[src/rtl/mr1_mem_arbiter.sv]
`default_nettype none
// ============================================================================
// Module   : mr1_mem_arbiter
// Brief    : Shares one memory port between MR1 fetch and data channels and
//            steers in-order read responses back through a tag FIFO.
// Revision : 1.0 - initial release
// ============================================================================
module mr1_mem_arbiter #(
    parameter int MAX_OUTSTANDING = 4,
    parameter int DATA_PRIO       = 1
) (
    input  logic        clk,
    input  logic        reset_n,
    input  logic        instr_req_valid,
    output logic        instr_req_ready,
    input  logic [31:0] instr_req_addr,
    output logic        instr_rsp_valid,
    output logic [31:0] instr_rsp_data,
    input  logic        data_req_valid,
    output logic        data_req_ready,
    input  logic        data_req_wr,
    input  logic [1:0]  data_req_size,
    input  logic [31:0] data_req_addr,
    input  logic [31:0] data_req_data,
    output logic        data_rsp_valid,
    output logic [31:0] data_rsp_data,
    output logic        mem_req_valid,
    input  logic        mem_req_ready,
    output logic        mem_req_wr,
    output logic [1:0]  mem_req_size,
    output logic [31:0] mem_req_addr,
    output logic [31:0] mem_req_data,
    input  logic        mem_rsp_valid,
    input  logic [31:0] mem_rsp_data,
    output logic        rsp_err
);

    localparam int PW = (MAX_OUTSTANDING > 1) ? $clog2(MAX_OUTSTANDING) : 1;
    localparam int CW = PW + 1;
    localparam logic [CW-1:0] C_MAX_CNT = CW'(MAX_OUTSTANDING);

    typedef enum logic [1:0] {
        S_IDLE   = 2'd0,
        S_HOLD_I = 2'd1,
        S_HOLD_D = 2'd2
    } state_t;

    state_t                   r_state;
    logic                     r_prefer_data;
    logic [MAX_OUTSTANDING-1:0] r_tags;
    logic [PW-1:0]            r_wr_ptr;
    logic [PW-1:0]            r_rd_ptr;
    logic [CW-1:0]            r_count;
    logic                     r_rsp_err;

    logic w_elig_i;
    logic w_elig_d;
    logic w_gnt_i;
    logic w_gnt_d;
    logic w_xfer;
    logic w_push;
    logic w_pop;
    logic w_head_tag;

    // Eligibility looks only at the registered count: a pop in the same
    // cycle never frees a slot for a read being granted now.
    always_comb begin
        w_elig_i = instr_req_valid && (r_count < C_MAX_CNT);
        w_elig_d = data_req_valid && (data_req_wr || (r_count < C_MAX_CNT));
        w_gnt_i  = 1'b0;
        w_gnt_d  = 1'b0;
        case (r_state)
            S_IDLE: begin
                if (w_elig_i && w_elig_d) begin
                    if ((DATA_PRIO != 0) || r_prefer_data) begin
                        w_gnt_d = 1'b1;
                    end else begin
                        w_gnt_i = 1'b1;
                    end
                end else begin
                    w_gnt_i = w_elig_i;
                    w_gnt_d = w_elig_d;
                end
            end
            S_HOLD_I: w_gnt_i = 1'b1;
            S_HOLD_D: w_gnt_d = 1'b1;
            default: ;
        endcase
        if (!reset_n) begin
            w_gnt_i = 1'b0;
            w_gnt_d = 1'b0;
        end
    end

    always_comb begin
        mem_req_valid = w_gnt_i | w_gnt_d;
        mem_req_wr    = 1'b0;
        mem_req_size  = 2'd0;
        mem_req_addr  = 32'd0;
        mem_req_data  = 32'd0;
        if (w_gnt_d) begin
            mem_req_wr   = data_req_wr;
            mem_req_size = data_req_size;
            mem_req_addr = data_req_addr;
            mem_req_data = data_req_data;
        end else if (w_gnt_i) begin
            mem_req_size = 2'd2;
            mem_req_addr = instr_req_addr;
        end
    end

    assign w_xfer          = mem_req_valid && mem_req_ready;
    assign instr_req_ready = w_xfer && w_gnt_i;
    assign data_req_ready  = w_xfer && w_gnt_d;
    assign w_push          = w_xfer && (w_gnt_i || !data_req_wr);
    assign w_pop           = reset_n && mem_rsp_valid && (r_count != '0);
    assign w_head_tag      = r_tags[r_rd_ptr];

    assign instr_rsp_valid = w_pop && !w_head_tag;
    assign data_rsp_valid  = w_pop && w_head_tag;
    assign instr_rsp_data  = instr_rsp_valid ? mem_rsp_data : 32'd0;
    assign data_rsp_data   = data_rsp_valid ? mem_rsp_data : 32'd0;
    assign rsp_err         = r_rsp_err;

    always_ff @(posedge clk) begin
        if (!reset_n) begin
            r_state       <= S_IDLE;
            r_prefer_data <= 1'b0;
        end else begin
            case (r_state)
                S_IDLE: begin
                    if (mem_req_valid && !mem_req_ready) begin
                        r_state <= w_gnt_d ? S_HOLD_D : S_HOLD_I;
                    end
                end
                S_HOLD_I, S_HOLD_D: begin
                    if (mem_req_ready) begin
                        r_state <= S_IDLE;
                    end
                end
                default: r_state <= S_IDLE;
            endcase
            // The channel just served loses the next tie.
            if (w_xfer) begin
                r_prefer_data <= w_gnt_i;
            end
        end
    end

    always_ff @(posedge clk) begin
        if (!reset_n) begin
            r_tags    <= '0;
            r_wr_ptr  <= '0;
            r_rd_ptr  <= '0;
            r_count   <= '0;
            r_rsp_err <= 1'b0;
        end else begin
            if (w_push) begin
                r_tags[r_wr_ptr] <= w_gnt_d;
                r_wr_ptr         <= r_wr_ptr + PW'(1);
            end
            if (w_pop) begin
                r_rd_ptr <= r_rd_ptr + PW'(1);
            end
            case ({w_push, w_pop})
                2'b10:   r_count <= r_count + CW'(1);
                2'b01:   r_count <= r_count - CW'(1);
                default: ;
            endcase
            if (mem_rsp_valid && (r_count == '0)) begin
                r_rsp_err <= 1'b1;
            end
        end
    end

endmodule
`default_nettype wire

[config.mk]
export PLATFORM = sky130hd
export DESIGN_NAME = mr1_mem_arbiter
export DESIGN_NICKNAME = d
export VERILOG_FILES = /design/src/rtl/mr1_mem_arbiter.sv
export SDC_FILE = /design/constraint.sdc
export NUM_CORES = 1
export LEC_CHECK = 0
export ABC_AREA = 1
export CAP_MARGIN = 5
export CORE_AREA = 3 3 105 107
export DETAILED_ROUTE_END_ITERATION = 8
export DIE_AREA = 0 0 108 110
export GPL_ROUTABILITY_DRIVEN = 0
export PLACE_DENSITY = 0.66
export SYNTH_ARGS = -nofsm -noshare
export SYNTH_HDL_FRONTEND = slang
export SYNTH_SLANG_ARGS = --single-unit
export TNS_END_PERCENT = 10
[constraint.sdc]
create_clock -name clk -period 2.4 [get_ports clk]
set_clock_uncertainty 0.05 [all_clocks]
set_input_delay 0.48 -clock clk [delete_from_list [all_inputs] [get_ports clk]]
set_output_delay 0.48 -clock clk [all_outputs]
set_load 0.1 [all_outputs]
==> results.txt <==
* Outcome: finished, violations left
- The final reports fail on setup timing.
- Dpl cell area: 7199 um^2
- Antenna diode count: 0
- Worst rel slew slack: 79.85%
- The first detailed-routing pass took 4 iterations.
- Half-perimeter wire length of the detailed placement result: 11220 um
- In the post-synthesis netlist, the cell with the most instances is sky130_fd_sc_hd__inv_1.
* Sum of overflow across all layers after global routing: 0
- Gr usage total: 20.07%
- Top post-synthesis cells by count: sky130_fd_sc_hd__inv_1 (120), sky130_fd_sc_hd__nor2_1 (103), sky130_fd_sc_hd__nand2_1 (62)
* Synthesized area divided by synthesized cell count: 4.968 um^2
- The top cell type by area accounts for 22.39% of the synthesized area.
* Worst path most repeated cell: sky130_fd_sc_hd__buf_12
- Clock-pin slew was measured on the worst setup and hold paths at 0.06 ns.
- Across all layers, the routed design uses 3538 vias.
* Fraction of layout cells with a size suffix above 1: 46.21%
* Final slew viol count: 0
- Net load switching power: 0.003304 W
- The final layout contains 846 nets.
* Maximum resistive drop on vdd: 0.0005523 V
- Finished layout cell area: 7592 um^2
* Final hold violation count: 0
- Synthesized net count: 551
* Cell chain of the critical path: inv_4, ha_4, inv_1, nor2_1, nand2_1, nand2_2, buf_6, nand3_4, buf_12, o21ai_4, buf_12
- Number of vias per cell after detailed routing: 4.237
- DRC errors left: 0
- Sequential elements use 13.93% of the synthesized area.
- Fmax: 414.8 MHz
* Internal power component: 0.002205 W
- Max-cap viol count: 0
* Number of synthesized flops with an enable pin: 0
- The first global-routing pass estimated 18650 um of wire.
- CTS built an H-tree with a depth of 1.
- Entering global routing, the biggest net connects 24 pins.
* Routed wire per std cell: 15.53 um
- Endpoint kind of the worst setup timing path: output port
- The largest single stage delay on the critical path is 0.36 ns.
* Fraction of power spent switching nets: 59.98%
- Maximum clock insertion buffer count: 2
- Synthesis inferred 14 register bits.
* Data arrival time at the worst-slack endpoint: 1.88 ns
- CTS tree: yes
- Final critical-path required period: 2.411 ns
- The Yosys step of the flow raised 0 warnings.
- Die Ht: 110 um
* Via count of the first global-routing pass: 3503
- The critical path is of the reg2out type.
- Power density relative to cell area: 725.6 nW/um^2
- Fraction of power consumed by the clock network: 4.1%
- Synthesized area: 2012 um^2
- Of the total power, combinational logic draws 90.1%.
* Final worst setup slack: -0.01104 ns
* Area growth from synthesis to layout: 277.4%
* DR iter-0 viols: 132
* Number of I/O port buffers: 273
- Buffers inserted during clock tree synthesis total 3.
- The number of antenna violations at the first check in global routing came to 0.
- In this run the remaining antenna-violating nets after routing total 0.
- Total Die Area: 11880 um^2
* Setup violation total in the final timing report: 3
- Startpoint Class: flop
* Largest fanout on the critical path: 10
- Standard cell core area: 10230 um^2
- Post-synth cell types: 22
- At the pin with the least slew margin, the transition time is 0.3007 ns.
* Insertion delay to the later sink of the worst-skew pair: 0.24 ns
- Summed over all cells, the static leakage comes to 3.273 nW.
- Across all hold checks on the routed design, the worst slack comes to 0.4086 ns.
- Buffers inserted to repair hold after CTS numbered 0.
* RSZ-0062 raised after global routing: yes
- Async set-reset flop share out of synthesis: 0%
- I/O pin count: 274
- On the critical path, the stage with the largest delay is an instance of sky130_fd_sc_hd__dfxtp_4.
- Total number of clock tree sinks: 14
* Mapped Cells: 405
- The cell sitting at the root of the clock tree is a sky130_fd_sc_hd__clkbuf_8.
* Largest cells by area after synthesis: sky130_fd_sc_hd__inv_1 (22%), sky130_fd_sc_hd__nor2_1 (19%), sky130_fd_sc_hd__dfxtp_1 (14%)
- In this run the horizontal extent of the chip is 108 um.
- Worst path required time: 1.87 ns
* Overall Power: 0.005509 W
- Starting density of the core: 19.66%
* Min-delay worst type: reg2reg
- Cell type contributing the most total cell area after synthesis: sky130_fd_sc_hd__inv_1
* Seq pwr share: 5.8%
* Rows: 37
* Aggregate routed wire length: 12970 um
- Share of the clock period used by the worst path after layout: 100.5%
- The most used flip-flop cell after synthesis is sky130_fd_sc_hd__dfxtp_1.
## metrics by stage
stage               instances  setup WS [ns]  TNS [ns]  util (%)
CTS                       833       -0.02384   -0.1088     72.42
detailed placement        825        -0.2161    -17.20     70.37
global route              835       -0.08200    -2.046     74.21
floorplan                 405        -0.3999    -22.75         -
finish                    835       -0.01104  -0.01835     74.21
global placement          825        -0.1541    -14.15     70.37
## state kept, by name (all words and copies together) (netlist names)
register,count
r_count,3
r_state,2
r_rd_ptr,2
r_wr_ptr,2
r_tags,4
rsp_err,1
## cell families (layout without fill, tap and decap cells)
kind of cell               Yosys count  count (layout)  synth area share (%)
DFF                                 14              14                 13.93
and+or+nand+nor                    183             183                 36.75
buffers and inverters              142             436                 29.17
AOI/OAI and AO/OA                   57              57                 14.18
adders and majority gates            9               9                 5.970
## cell type report
| type | instances | area, um^2 |
|---|---|---|
| multi-input cells | 249 | 2069 |
| repair buffers | 309 | 4541 |
| clock buffers | 4 | 55.05 |
| well taps | 136 | 170.2 |
| flip-flops and latches | 14 | 286.5 |
| inverters | 123 | 470.5 |
| fillers | 699 | 2639 |
## per-layer routing
metal | wire [um] | part of all wire [%] | up-vias | GRT usage (%)
met3 | 1366 | 11 | 12 | 6.989
li1 | - | - | 1738 | -
met4 | 160 | 1.2 | 0 | 4.058
met2 | 7188 | 55 | 181 | 39.03
met1 | 4253 | 33 | 1607 | 20.77
met5 | 0 | 0 | - | 0
## power groups by stage
stage / clock network (W) / registers, W / logic [W]
after floorplan: 0 / 0.000340 / 0.00289
after global placement: 0 / 0.000309 / 0.00473
after detailed placement: 0 / 0.000311 / 0.00479
after CTS: 0.000234 / 0.000315 / 0.00487
after global routing: 0.000245 / 0.000324 / 0.00514
final: 0.000227 / 0.000319 / 0.00496
## layout by cell type, fill, tap and decap left out, drive strengths merged, types with 5 or more instances in the layout
| cell type | count |
|---|---|
| buf | 172 |
| ha | 8 |
| nand3 | 9 |
| o21ai | 41 |
| dlygate4sd2 | 5 |
| dfxtp | 14 |
| a21oi | 16 |
| inv | 122 |
| nand2 | 67 |
| nor2 | 105 |
| clkdlybuf4s50 | 131 |
## worst max-delay path: cells and delay by family, from the launching register on
kind | cells | cell delay, ns
AOI/OAI and AO/OA | 1 | 0.17
adders and majority gates | 1 | 0.15
buffers and inverters | 5 | 0.59
DFF | 1 | 0.36
and+or+nand+nor | 4 | 0.36
## final timing paths
check                     to       start  slack (ns)  cells after the start
min reg2reg          rsp_err     rsp_err        0.41                      2
max          mem_req_addr[0]  r_state[1]       -0.01                     11
max reg2reg       r_count[2]  r_state[1]        0.18                     16
min                  rsp_err     rsp_err        0.41                      2
## timing repair
item,CTS,global route
buffers inserted,3,2
setup endpoints to repair,134,82
cloned,1,0
pin swaps,5,8
resized for setup,30,34
No activity file was read; power rests on OpenSTA's default activity.
==> variant 1, RTL diff (same flow settings) <==
Set the parameter `MAX_OUTSTANDING` to 2 (it was 4).
--- a/src/rtl/mr1_mem_arbiter.sv
+++ b/src/rtl/mr1_mem_arbiter.sv
@@ -8,3 +8,3 @@
 module mr1_mem_arbiter #(
-    parameter int MAX_OUTSTANDING = 4,
+    parameter int MAX_OUTSTANDING = 2,
     parameter int DATA_PRIO       = 1
Function: changed (a bounded check fails within 4 cycles, from zero or initial values and one cycle with reset_n low).
==> variant 1 against the original RTL <==
  * The run still ends with setup timing left
  * Cell count down 4.0%
  * Sequential power decreased by 33%
  * First-iteration DRC count is 21% lower
  * Worst setup slack worse by 0.034 ns
  * Power shrank 6.4%
  * Highest routed layer unchanged
  * Hold slack better by 0.011 ns
  * Routed wire length shrank 0.13%
  * Critical endpoint is now mem_req_addr[3]
  * Largest cell class unchanged
  * Area after synthesis shrank 11%
  * Sequential cell count down 5
  * Cell area is 4.8% lower
  * Non-clock buffer count is 6 higher
  * Count of clock-buffer cells in the layout unchanged
==> variant 1: results (changes against the original RTL) <==
| Metric | Value |
|---|---|
| Run status | complete, but fails checks |
| Failing checks | setup timing |
| Endpoint, Worst Hold | r_rd_ptr |
| Post-DP Area | 6520 µm² (-9.4%) |
| Yosys reg bits | 9 (-5) |
| Fillers | 718 (+2.7%) |
| Hold depth | 1 (-1) |
| Pre-CTS WS | -0.1227 ns (+0.09346 ns) |
| # nets final | 808 (-4.5%) |
| Signal buf overhead | 0.6521 (+0.05407) |
| Met1 Use GR | 0.1826 (-0.02510) |
| GR Util met3 | 0.04077 (-0.02912) |
| Flop2flop setup slack | 0.08 ns (-0.10 ns) |
| R2R Path End | r_count[1] |
| WP data arrival | 1.92 ns (+0.04 ns) |
| Share of layout cells above drive strength 1 | 0.5541 (+0.09197) |
| Setup violations, final | 31 (+28) |
| Static leakage | 3.172 nW (-3.1%) |
| Seq pwr share | 0.041 (-0.017) |
| Post-Route M1 WL | 4584 µm (+7.8%) |
| Vias/cell | 4.254 (+0.41%) |
| Post-synthesis sequential area ratio | 0.1001 (-0.03923) |
| Seq area share | 0.02527 (-0.01247) |
| Area contributors post-synth | nand2_1 18%, nor2_1 16%, inv_1 16% |
| Crit Path Max Fanout | 8 (-2) |
| Clock buf/inv share | 0.006231 (-0.001021) |
| Switching share of power | 0.6019 (+0.002091) |
| Tot GR Track Use | 0.1794 (-0.02128) |
| Met3 Wirelength | 833 µm (-39%) |
| Fraction of area in multi-input gates | 0.2484 (-0.02422) |
| Reg area | 182.7 µm² (-36%) |
| Largest registers | r_count x2, r_state x2, r_tags x2 |
| Met2 GRT Util | 0.3655 (-0.02487) |
| DR WL met2 | 7195 µm (about the same) |
| P_clk | 178 µW (-22%) |
| Final worst slack | -0.04522 ns (-0.03418 ns) |
| Final wirelength | 12950 µm (-0.13%) |
| Hold path start | r_rd_ptr |
==> variant 1: changes by cell type after synthesis, moves of 3 or more <==
cell      before  now
nor2_1       103   77
clkbuf_1       3    0
nand2_1       62   88
ha_1           8    4
nand2_4        3    0
nand3_1        9   36
dfxtp_1       14    9
o21ai_0       41    2
nor2_2         1   30
buf_2          6   13
inv_1        120   76
a21oi_1       16    8
==> variant 1: worst max path at each step <==
stage,startpoint,endpoint,slack (ns),cells after the start
after global placement,data_req_valid,mem_req_addr[27],-0.10,11
after CTS,data_req_valid,mem_req_addr[27],-0.05,8
final,r_state[1],mem_req_addr[3],-0.05,12
after detailed placement,reset_n,data_rsp_data[23],-0.12,10
after floorplan,r_state[0],data_req_ready,-0.44,9
after global routing,r_state[1],mem_req_addr[9],-0.1,12
==> variant 1: repair_timing <==
item	CTS	global route
resized for setup	40	64
setup buffers	4	5
setup endpoints to repair	97	69
pin swaps	5	31
gates cloned	1	11
==> variant 1: logic make-up (layout without fill, tap and decap cells) <==
kind of cell / count (synthesis) / after routing / synth area share
mux: 1 / 1 / 0.005560
buf+inv: 101 / 400 / 0.2404
compound gates: 11 / 11 / 0.03683
simple gates: 240 / 240 / 0.5844
fa+ha+maj: 4 / 4 / 0.02780
flops: 9 / 9 / 0.1001
xor+xnor: 1 / 1 / 0.004865
==> variant 1: metrics by stage <==
step | power (mW) | utilization | cells | hold slack [ns]
after floorplan | 2.786 | - | 367 | 0.3884
after global placement | 4.442 | 0.6373 | 777 | 0.3960
after detailed placement | 4.484 | 0.6373 | 777 | 0.4140
after CTS | 4.733 | 0.6565 | 786 | 0.4208
after global routing | 5.328 | 0.7066 | 802 | 0.4448
final | 5.158 | 0.7066 | 802 | 0.4199
==> variant 2, RTL diff (same settings) <==
Made on the original files. Register the output `rsp_err` once more, without a reset; this adds one clock of latency there. The other outputs are not delayed to match.
--- a/src/rtl/mr1_mem_arbiter.sv
+++ b/src/rtl/mr1_mem_arbiter.sv
@@ -122,3 +122,5 @@
     assign data_rsp_data   = data_rsp_valid ? mem_rsp_data : 32'd0;
-    assign rsp_err         = r_rsp_err;
+    always_ff @(posedge clk) begin
+        rsp_err <= r_rsp_err;
+    end
 
Formal check against the unedited RTL: not equivalent (Yosys sat finds a counterexample within 4 cycles, from zero or initial values and one cycle with reset_n low).
==> variant 2 against the original RTL <==
  * The run still ends with setup timing left
  * Combinational power rose by 2%
  * Cell area is 0.40% higher
  * Critical endpoint is now mem_req_addr[9]
  * Worst setup slack worse by 0.032 ns
  * Via count is 1.6% higher
  * Area after synthesis rose by 1.0%
  * First-iteration DRC count increased by 51%
  * Power grew 1.6%
  * Routed wire length rose by 7.6%
  * Sequential cell count increased by 1
==> variant 2: results (changes against the original RTL) <==
| Metric | Value |
|---|---|
| Vias in the first global route | 3699 (+5.6%) |
| Vias/cell | 4.248 (+0.26%) |
| DP Wirelength | 11620 µm (+3.6%) |
| Area contributors post-synth | inv_1 22%, nor2_1 19%, dfxtp_1 15% |
| Post-synthesis async set-or-reset flop share | 0 (unchanged) |
| Per-cell routed wire length | 16.49 µm (+6.2%) |
| Worst Hold Class | reg -> reg |
| Pre-antenna DRT Iters | 4 (unchanged) |
| Clk Latency, worst-skew pair | 0.25 ns |
| Final worst slack | -0.04276 ns (-0.03172 ns) |
| Post-synth top cells | 120 x inv_1, 103 x nor2_1, 62 x nand2_1 |
| Pre-CTS WS | -0.2322 ns (-0.01604 ns) |
| Tot GR Track Use | 0.2133 (+0.01263) |
| Clk slew on worst S/H paths | 0.07 ns |
| Initial antenna violation count | 0 (unchanged) |
| Switching pwr | 3.358 mW (+1.6%) |
| Port bufs | 273 (unchanged) |
| CTS buffer count | 3 (unchanged) |
| Worst-Margin Slew | 0.4359 ns (+0.1352 ns) |
| Post-synthesis sequential area ratio | 0.1478 (+0.008480) |
| Largest net degree at the start of global routing | 26 (+8.3%) |
| Fillers | 682 (-2.4%) |
| Distinct cell type count after synthesis | 22 (unchanged) |
| Final wirelength | 13950 µm (+7.6%) |
| Share of layout cells above drive strength 1 | 0.4781 (+0.01605) |
| Worst VDD drop | 0.5490 mV (-0.60%) |
| Setup_tns | -0.1522 ns (-0.1338 ns) |
| First-pass GRT wire length | 19740 µm (+5.8%) |
| Largest registers | r_tags x4, r_count x3 |
| # nets final | 856 (+1.2%) |
| CTS max path bufs | 2 (unchanged) |
| Main synth FF type | dfxtp_1 |
| Final antenna-violating net count | 0 (unchanged) |
| Setup violations, final | 13 (+10) |
| Root Buffer | clkbuf_8 |
| Failing checks | setup timing |
| 1st-iter DRT viols | 199 (+51%) |
| Ys Warns | 0 (unchanged) |
| Crit Path Max Fanout | 7 (-3) |
| Placed Instances | 824 (-0.12%) |
| Run status | complete, but fails checks |
| H-tree depth | 1 (unchanged) |
| WP data arrival | 1.91 ns (+0.03 ns) |
| Static leakage | 3.319 nW (+1.4%) |
| Post-Syn Instances | 406 (+0.25%) |
| Post-Syn Nets | 552 (+0.18%) |
[variant 2: layout make-up]
| class | instances | area [µm²] | share of cell area |
|---|---|---|---|
| Antenna cell | 1 | 2.502 | 0.0003283 |
| Clock inverter | 1 | 5.005 | 0.0006566 |
| Tap cell | 136 | 170.2 | 0.02232 |
| Multi-Input combinational cell | 249 | 2014 | 0.2643 |
| Timing Repair Buffer | 318 | 4616 | 0.6055 |
| Inverter | 123 | 466.7 | 0.06123 |
| Sequential cell | 15 | 306.5 | 0.04022 |
| Clock buffer | 3 | 41.29 | 0.005417 |
[variant 2: logic make-up after synthesis]
family	Yosys count	synth area share
flops	15	0.1478
fa+ha+maj	9	0.05912
simple gates	183	0.3639
compound gates	57	0.1404
buf+inv	142	0.2888
[variant 2: stage by stage]
step / utilization / area [µm²] / hold WS [ns]
5_1_grt: 0.7448 / 7620 / 0.3250
4_1_cts: 0.7252 / 7420 / 0.3139
6_report: 0.7450 / 7622 / 0.3119
2_1_floorplan: - / 2744 / 0.2806
3_5_place_dp: 0.6981 / 7142 / 0.3046
3_3_place_gp: 0.6981 / 7142 / 0.2899
[variant 2: worst paths after layout]
check / cells after the start / end / slack [ns] / startpoint
max: 11 / mem_req_addr[9] / -0.04 / r_state[0]
max reg2reg: 17 / r_count[2] / 0.20 / r_state[0]
min reg2reg: 0 / rsp_err / 0.31 / r_rsp_err
min: 0 / rsp_err / 0.31 / r_rsp_err
[variant 2: what timing repair did]
action                                  4_1_cts  5_1_grt
gates cloned                                  2        2
endpoints found under the hold margin         0        0
pin swaps                                    12       10
gates resized for setup                      31       34
endpoints found under the setup margin      128      117
setup buffers                                10        3
hold buffers                                  0        0
[variant 2: power groups by stage]
stage / registers, mW / logic, mW / clock network (mW)
floorplan: 0.363 / 2.89 / 0
global placement: 0.331 / 4.72 / 0
detailed placement: 0.336 / 4.77 / 0
CTS: 0.334 / 4.92 / 0.215
global route: 0.342 / 5.22 / 0.224
finish: 0.335 / 5.05 / 0.215
[variant 2: routing by layer]
layer	vias to the layer above	routed length, µm	global-route usage
met3	19	1379	0.07105
met1	1626	4618	0.2123
met4	0	375	0.05771
met2	188	7581	0.4210
met5	-	0	0
li1	1761	-	-
[variant 2: critical path, stage by stage, from the launching register on]
cell and delay [ns]:
dfxtp_2 0.35, inv_2 0.05, ha_4 0.17, nand2_2 0.06, inv_2 0.03, nand2_2 0.06
nand2_4 0.05, nand2_4 0.10, nand3_4 0.16, buf_12 0.20, o21ai_4 0.20, buf_12 0.21
